File: config.mk
export PLATFORM = sky130hd
export DESIGN_NAME = sprite_fetch
export DESIGN_NICKNAME = d
export VERILOG_FILES = /design/src/rtl/sprite_pkg.sv /design/src/rtl/sprite_hit.sv /design/src/rtl/sprite_fetch.sv
export SDC_FILE = /design/constraint.sdc
export NUM_CORES = 1
export LEC_CHECK = 0
export BUFFER_PORTS_ARGS = -buffer_cell sky130_fd_sc_hd__buf_2
export CAP_MARGIN = 15
export CORE_MARGIN = 1
export CORE_UTILIZATION = 56
export CTS_BUF_LIST = sky130_fd_sc_hd__clkbuf_8
export DETAILED_ROUTE_END_ITERATION = 8
export PLACE_DENSITY = 0.91
export SYNTH_ARGS = -nofsm -noshare
export SYNTH_HDL_FRONTEND = slang
export SYNTH_HIERARCHICAL = 1
export SYNTH_SLANG_ARGS = --single-unit
export TNS_END_PERCENT = 1
File: constraint.sdc
create_clock -name clk -period 3.3 [get_ports clk]
set_input_delay 0.66 -clock clk [delete_from_list [all_inputs] [get_ports clk]]
set_output_delay 0.66 -clock clk [all_outputs]
set_load 0.05 [all_outputs]
File: src/rtl/sprite_pkg.sv
// sprite_pkg: fetch FSM encoding, register offsets and animation frame codes shared by the sprite reader and writer.
package sprite_pkg;
  typedef enum logic [2:0] {IDLE, REQ_X, CAP_X, REQ_Y, CAP_Y, REQ_M, CAP_M, COMMIT} state_t;
  localparam logic [1:0] OFF_X = 2'd0;
  localparam logic [1:0] OFF_Y = 2'd1;
  localparam logic [1:0] OFF_M = 2'd2;
  localparam logic [1:0] STANDING = 2'd0;
  localparam logic [1:0] WALK_START = 2'd1;
  localparam logic [1:0] WALK_MID = 2'd2;
  localparam logic [1:0] WALK_END = 2'd3;
endpackage

File: src/rtl/sprite_hit.sv
// sprite_hit: combinational test of the current pixel against the sprite box plus glyph ROM address.
module sprite_hit #(
  parameter int DATA_WIDTH = 16,
  parameter int SPRITE_DIM = 16
) (
  input  logic [DATA_WIDTH-1:0] x,
  input  logic [DATA_WIDTH-1:0] y,
  input  logic [1:0]            frame,
  input  logic [9:0]            hcount,
  input  logic [9:0]            vcount,
  output logic                  hit,
  output logic [9:0]            glyph_addr
);
  localparam int W = DATA_WIDTH + 1;
  logic [W-1:0] h, v, xs, ys;
  logic [3:0] dx, dy;
  assign h = W'(hcount);
  assign v = W'(vcount);
  assign xs = {1'b0, x};
  assign ys = {1'b0, y};
  // one extra bit keeps x+SPRITE_DIM from wrapping near the top of the range
  assign hit = h >= xs && h < xs + W'(SPRITE_DIM) && v >= ys && v < ys + W'(SPRITE_DIM);
  assign dx = hcount[3:0] - x[3:0];
  assign dy = vcount[3:0] - y[3:0];
  assign glyph_addr = hit ? {frame, dy, dx} : '0;
endmodule

File: src/rtl/sprite_fetch.sv
// sprite_fetch: on vblank reads sprite X/Y/frame from memory into shadows and commits them atomically.
module sprite_fetch
  import sprite_pkg::*;
#(
  parameter int DATA_WIDTH = 16,
  parameter int ADDR_WIDTH = 16,
  parameter logic [ADDR_WIDTH-1:0] BASE_ADDR = 'h1000,
  parameter int SPRITE_DIM = 16
) (
  input  logic                  clk,
  input  logic                  reset,
  input  logic                  vblank_start,
  input  logic [DATA_WIDTH-1:0] mem_data_in,
  output logic [ADDR_WIDTH-1:0] mem_addr,
  output logic                  mem_re,
  input  logic [9:0]            hcount,
  input  logic [9:0]            vcount,
  output logic [DATA_WIDTH-1:0] sprite_x,
  output logic [DATA_WIDTH-1:0] sprite_y,
  output logic [1:0]            sprite_frame,
  output logic                  sprite_hit,
  output logic [9:0]            glyph_addr,
  output logic                  update
);
  state_t state, next;
  logic [DATA_WIDTH-1:0] shadow_x, shadow_y;
  logic [1:0] shadow_m;
  always_ff @(posedge clk or negedge reset)
    if (!reset) state <= IDLE;
    else state <= next;
  always_comb
    next = state == IDLE ? (vblank_start ? REQ_X : IDLE) :
           state == COMMIT ? IDLE : state_t'(state + 3'd1);
  always_comb begin
    mem_re = state == REQ_X || state == REQ_Y || state == REQ_M;
    mem_addr = state == REQ_X ? BASE_ADDR + ADDR_WIDTH'(OFF_X) :
               state == REQ_Y ? BASE_ADDR + ADDR_WIDTH'(OFF_Y) :
               state == REQ_M ? BASE_ADDR + ADDR_WIDTH'(OFF_M) : '0;
    update = state == COMMIT;
  end
  always_ff @(posedge clk or negedge reset)
    if (!reset) begin
      shadow_x <= '0;
      shadow_y <= '0;
      shadow_m <= STANDING;
      sprite_x <= '0;
      sprite_y <= '0;
      sprite_frame <= STANDING;
    end else begin
      if (state == CAP_X) shadow_x <= mem_data_in;
      if (state == CAP_Y) shadow_y <= mem_data_in;
      // frame codes above WALK_END are not animations; show the standing pose
      if (state == CAP_M) shadow_m <= |mem_data_in[DATA_WIDTH-1:2] ? STANDING : mem_data_in[1:0];
      if (state == COMMIT) begin
        sprite_x <= shadow_x;
        sprite_y <= shadow_y;
        sprite_frame <= shadow_m;
      end
    end
  sprite_hit #(.DATA_WIDTH(DATA_WIDTH), .SPRITE_DIM(SPRITE_DIM)) u_hit (
    .x(sprite_x),
    .y(sprite_y),
    .frame(sprite_frame),
    .hcount(hcount),
    .vcount(vcount),
    .hit(sprite_hit),
    .glyph_addr(glyph_addr)
  );
endmodule

==> flow_summary.ini, run 1 <==
[place]
dp_hpwl_mm = 7.16
io_buffer_count = 88
dpl_worst_slack_ns = -0.320
gp_congestion = 0.914

[routing]
first_pass_iters = 4
wirelength_mm = 10.2
avgRoutedWirePerCell_um = 17.8
met3_wirelength_um = 693
wl_met1_mm = 3.95
drc = 0
vias = 3223
wl_met2_mm = 5.30
drt_iter0_drc = 113
highest_layer = met4
ant_nets = 0
via_per_inst = 5.62

[floorplanning]
row_count = 30
core_um2 = 6980
dieArea_um2 = 7750
dieHeight_um = 88.0
die_w_um = 88.0
pin_count = 102
start_util_pct = 59.3

[grt]
grt_start_max_net_pins = 72
grt_first_pass_wirelength_mm = 15.5
grt_pass1_vias = 3279
grt_use_total_pct = 27.3
grt-ovfl-total = 0
grt_antenna_before_repair = 0

[power]
switching_share_pct = 48.4
p_int_mw = 2.99
pwr-share-seq_pct = 29.4
peakVddDrop_mv = 0.880
clockPowerShare_pct = 10.3
p_sw_mw = 2.80
pwr-share-comb_pct = 60.2
power_mw = 5.79
powerDensity_nw_per_um2 = 1070
p_leak_nw = 2.51

[timing]
setup_viol = 11
fmax_mhz = 290
hold_violations = 0
final.setup.worst_slack_ns = -0.152
period_minus_slack_ns = 3.45
fin_crit_sh_pct = 105
fin_skew_ns = 0.00635
worstMarginPinSlew_ns = 0.874
grt_setup_unrepaired = true
drv_slew = 0
slew_headroom_pct = 41.8

[clocking]
path_clk_slew_ns = 0.07
worst_skew_pair.late_latency_ns = 0.34
root_buffer = clkbuf_8
cts_made_buffers = 9
cts_tree = yes
ctsHoldBuffers = 0
cts.path.max_buffers = 2
h-tree-depth = 3
cts.sinks = 71

[worst_setup_path]
cp_data_arrival_time_ns = 2.79
critPathMaxFanout = 7
r2r-start = state[0]$_DFF_PN0_
critPathKind = reg -> out
end_kind = output pin
required_ns = 2.64
cp-startpoint = sprite_y[5]$_DFFE_PN0N_
start_kind = flip-flop

[hold_path]
hold_path.class = reg -> reg
hold_start = shadow_m[1]$_DFFE_PN0N_

[yosys]
yosys.area.top_type_share_pct = 42.9
ys_types = 43
yosys-top-cells-area = dfrtp_1 43%, mux2_2 19%, ha_1 12%
ys.flop_type = dfrtp_1
synth-edff-count = 0
syn_inst = 351
synth_top_area_cell = dfrtp_1
ys_ff_latch = 71
yosys_warnings = 6
ys_seq_area_share_pct = 42.9
netlist_area_um2 = 4140
postSynth.asyncResetShare_pct = 100
avgSynthCellArea_um2 = 11.8

[flow_run]
cap_viol_max_count = 0

[run_status]
outcome = finished, violations left
violations = setup timing

[cells_and_area]
drive_above_1_share_pct = 52.8
nNetsFinal = 553
syn2layout_area_growth_pct = 30.2
antenna_cells = 0
==> what timing repair did <==
| item | in CTS | in global routing |
|---|---|---|
| pin swaps | 7 | 16 |
| gates cloned | 0 | 1 |
| resized for setup | 34 | 16 |
| setup buffers | 5 | 7 |
| endpoints found under the setup margin | 11 | 11 |
==> per-layer routing <==
layer / track usage, % / vias up
met2: 48.8 / 136
met4: 12.2 / 0
met5: 0 / -
met1: 30.2 / 1591
met3: 7.63 / 27
li1: - / 1469
==> synth_stat cells (2+ instances only) <==
| library cell | n |
|---|---|
| a21oi_1 | 12 |
| nand2b_1 | 4 |
| buf_6 | 3 |
| inv_1 | 30 |
| nor3_1 | 2 |
| nor4b_2 | 5 |
| nand2_1 | 14 |
| nor4_2 | 3 |
| nor4_1 | 4 |
| nor2_1 | 12 |
| mux2_2 | 69 |
| buf_4 | 13 |
| o31ai_1 | 2 |
| buf_2 | 6 |
| a211oi_1 | 7 |
| nand3_1 | 7 |
| xnor2_1 | 10 |
| nand4_1 | 3 |
| fa_1 | 2 |
| o21ai_0 | 10 |
| ha_1 | 40 |
| a2111oi_0 | 2 |
| dfrtp_1 | 71 |
==> state kept, by name, summed over array words and instances (netlist names) <==
register / cells
sprite_frame: 2
state: 3
sprite_x: 16
sprite_y: 16
shadow_y: 16
shadow_x: 16
shadow_m: 2
==> path summary, 6_finish.rpt <==
kind / slack, ns / end / depth (start not counted)
setup / recovery: -0.15 / glyph_addr[0] / 12
max in group asynchronous: 2.17 / sprite_x[6]$_DFFE_PN0N_ / 2
hold reg to reg: 0.49 / shadow_m[1]$_DFFE_PN0N_ / 2
hold / removal: 0.49 / shadow_m[1]$_DFFE_PN0N_ / 2
setup reg to reg: 1.54 / sprite_x[6]$_DFFE_PN0N_ / 4
min in group asynchronous: 0.50 / shadow_y[13]$_DFFE_PN0N_ / 2
==> worst max-delay path, stage by stage (launching register included) <==
cell and delay [ns]:
dfrtp_2 0.40, buf_4 0.15, nand3_2 0.10, xnor2_2 0.15, ha_1 0.32, nand2_1 0.10
nor2_1 0.05, a2111oi_2 0.23, buf_4 0.19, a211oi_4 0.09, buf_4 0.17, nor4_4 0.29
buf_6 0.20
==> cells in the final DEF, fill, tap and decap left out, types with 6 or more instances in the layout <==
cell,count
nor4b_4,6
dfrtp_1,63
dfrtp_2,8
buf_2,77
nand2_1,14
buf_4,28
clkbuf_8,9
ha_1,37
inv_1,30
mux2_2,69
buf_6,11
xnor2_1,6
a21oi_1,8
conb_1,13
o21ai_0,6
nor2_1,11
==> final cells by class <==
type,count,area [um^2]
Fill cell,411,1590
Timing Repair Buffer,120,805
Sequential cell,71,1790
Clock buffer,9,124
Tap cell,96,120
Multi-Input combinational cell,239,2390
Inverter,31,116
Clock inverter,7,50.0
==> power by group through the flow <==
stage	registers, mW	clock network (mW)	logic [mW]
after floorplan	2.36	0	1.65
after detailed placement	1.69	0	3.18
after CTS	1.68	0.612	3.29
after global placement	1.66	0	3.05
after global routing	1.76	0.652	3.71
final	1.70	0.599	3.49
==> stage by stage <==
| step | hold WS (ns) | std cells | utilization (%) | TNS (ns) | area (um^2) |
|---|---|---|---|---|---|
| after CTS | 0.496 | 566 | 75.1 | -1.49 | 5250 |
| final | 0.491 | 573 | 77.3 | -1.31 | 5400 |
| after floorplan | 0.364 | 363 | - | -1.32 | 4310 |
| after global placement | 0.460 | 547 | 70.5 | -2.20 | 4920 |
| after detailed placement | 0.471 | 547 | 70.5 | -3.22 | 4920 |
| after global routing | 0.519 | 573 | 77.3 | -2.78 | 5400 |
==> logic make-up (layout without fill, tap and decap cells) <==
family,Yosys count,after routing,share of synthesized area [%]
muxes,69,69,18.8
adders and majority gates,42,42,13.0
xor gates and xnor gates,10,10,2.11
DFF,71,71,42.9
and+or+nand+nor,65,65,10.2
buffers and inverters,53,167,6.70
other,1,13,0.0905
AOI/OAI and AO/OA,40,40,6.19
No activity file was read; power rests on OpenSTA's default activity.
==> inputs of run 2 (changes only) <==
--- a/config.mk
+++ b/config.mk
@@ -11,7 +11,7 @@
 export CORE_UTILIZATION = 56
 export CTS_BUF_LIST = sky130_fd_sc_hd__clkbuf_8
 export DETAILED_ROUTE_END_ITERATION = 8
-export PLACE_DENSITY = 0.91
+export PLACE_DENSITY = 0.9
 export SYNTH_ARGS = -nofsm -noshare
 export SYNTH_HDL_FRONTEND = slang
 export SYNTH_HIERARCHICAL = 1
==> constraint.sdc (replaced) <==
create_clock -name clk -period 3.3 [get_ports clk]
set_input_delay 0.33 -clock clk [delete_from_list [all_inputs] [get_ports clk]]
set_output_delay 0.33 -clock clk [all_outputs]
set_load 0.05 [all_outputs]
==> run 2 against run 1 <==
  * The run now ends clean
  * Total power decreased by 3.7%
  * Sequential power about the same
  * Clock skew about the same
  * Via count decreased by 5.1%
  * Global-route usage decreased by 1.4 points
  * Non-clock buffer count decreased by 21
  * Largest power group unchanged
  * Highest routed layer unchanged
==> flow_summary.ini, run 2 (same netlist as run 1, synthesis figures left out) <==
[clocking]
cts_made_buffers = 9
ctsHoldBuffers = 0
cts_tree = yes
path_clk_slew_ns = 0.07
worst_skew_pair.late_latency_ns = 0.34
cts.sinks = 71
cts.path.max_buffers = 2
root_buffer = clkbuf_8
h-tree-depth = 3

[routing]
first_pass_iters = 4
ant_nets = 0
drt_iter0_drc = 128
vias = 3058
wirelength_mm = 9.39
drc = 0
avgRoutedWirePerCell_um = 17.0
via_per_inst = 5.54

[place]
gp_congestion = 0.844
io_buffer_count = 88
dp_hpwl_mm = 6.99
post-place-cells = 531
dpl_cell_area_um2 = 4740

[timing]
fin_skew_ns = 0.00649
setup_tns_ns = 0
setup_viol = 0
fmax_mhz = 312
timing.hold.ws_ns = 0.186
period_minus_slack_ns = 3.20
slew_headroom_pct = 43.3
fin_crit_sh_pct = 97.0
hold_violations = 0
drv_slew = 0
worstMarginPinSlew_ns = 0.850
grt_setup_unrepaired = false

[worst_setup_path]
reg2reg_slack_ns = 1.71
required_ns = 2.97
cp_slowest_cell = a2111oi_4
critPathKind = reg -> out
end_kind = output pin
cp_data_arrival_time_ns = 2.87
critPathMaxFanout = 10
reg2reg_depth = 4
start_kind = flip-flop
crit_top_cell = buf_4
crit_chain = ha_2 > nand3_1 > xnor2_1 > ha_1 > buf_4 > a2111oi_4 > a211oi_4 > buf_12 > nor4b_2 > buf_4
r2r-start = state[0]$_DFF_PN0_
critPathMaxStageDelay_ns = 0.40
r2r-end = sprite_y[6]$_DFFE_PN0N_

[grt]
gr-usage-met1_pct = 30.6
grt_antenna_before_repair = 0
grt_start_max_net_pins = 72
grt-ovfl-total = 0
grt_first_pass_wirelength_mm = 15.0
use_met3_pct = 5.66
grt_pass1_vias = 3158
grt_use_total_pct = 25.9
use_met2_pct = 45.9
top_usage_layer = met2

[cells_and_area]
fin_cells = 552
design_area_um2 = 5080
syn2layout_area_growth_pct = 22.7
drive_above_1_share_pct = 45.2
layout_commonest_cell = buf_2
nNetsFinal = 532
antenna_cells = 0
final_cell_mix = 78 x buf_2, 70 x dfrtp_1, 69 x mux2_2

[floorplanning]
dieHeight_um = 88.0
die_w_um = 88.0
core_um2 = 6980
pin_count = 102
start_util_pct = 59.3
dieArea_um2 = 7750
row_count = 30

[run_status]
outcome = finished, final reports clean

[hold_path]
hold_path.class = in -> async

[flow_run]
cap_viol_max_count = 0

[power]
peakVddDrop_mv = 0.891
powerDensity_nw_per_um2 = 1100
p_leak_nw = 2.40
==> run 2: changes by cell type in the layout (fill, tap and decap cells not counted), sizes merged <==
| cell | delta |
|---|---|
| inv | -1 |
| clkbuf | +3 |
| clkinv | -1 |
| buf | -21 |
| clkinvlp | -2 |
| bufinv | +1 |
==> run 2: per-stage QoR <==
step           utilization, %  total power, mW  worst slack (ns)
2_1_floorplan               -             3.98            -0.149
3_3_place_gp             67.9             4.58           0.00437
3_5_place_dp             67.9             4.73            -0.164
4_1_cts                  72.2             5.53           0.00892
5_1_grt                  72.8             5.91           0.00648
6_report                 72.8             5.58            0.0998
==> run 2: layout make-up <==
cell class | count | area (um^2)
repair buffers | 99 | 581
fillers | 500 | 1900
well taps | 96 | 120
inverters | 31 | 116
flip-flops and latches | 71 | 1780
multi-input cells | 239 | 2280
clock inverters | 4 | 43.8
clock buffers | 12 | 165
==> run 2: worst max path at each step <==
stage                            startpoint             to  slack, ns
finish              sprite_y[4]$_DFFE_PN0N_  glyph_addr[9]        0.1
floorplan           sprite_y[4]$_DFFE_PN0N_  glyph_addr[9]      -0.15
CTS                 sprite_y[5]$_DFFE_PN0N_  glyph_addr[2]      0.009
global placement    sprite_y[5]$_DFFE_PN0N_  glyph_addr[1]      0.004
detailed placement  sprite_y[5]$_DFFE_PN0N_  glyph_addr[2]      -0.16
global route        sprite_y[4]$_DFFE_PN0N_  glyph_addr[9]      0.006
==> run 2: where the power goes <==
| part | leakage (nW) | internal, mW | switching [mW] | total, mW |
|---|---|---|---|---|
| Sequential | 0.843 | 1.32 | 0.358 | 1.68 |
| Clock | 0.114 | 0.406 | 0.306 | 0.712 |
| Combinational | 1.45 | 1.21 | 1.97 | 3.18 |
==> run 2: critical path: cells and delay by family (launching register included) <==
family                     cells  cell delay, ns
buffers and inverters          3            0.58
AOI/OAI and AO/OA              2            0.53
adders and majority gates      2            0.52
and+or+nand+nor                2            0.38
DFF                            1            0.37
xor gates and xnor gates       1            0.16
==> run 2: repair_timing <==
| item | 4_1_cts | 5_1_grt |
|---|---|---|
| resized for setup | 14 | 6 |
| cloned | 0 | 0 |
| buffers inserted | 3 | 2 |
| pin swaps | 2 | 1 |
| setup endpoints to repair | 11 | 11 |
==> run 2: metal layers <==
metal,routed length [um],vias up
li1,-,1423
met2,4920,117
met3,556,22
met1,3710,1496
met4,195,0
met5,0,-
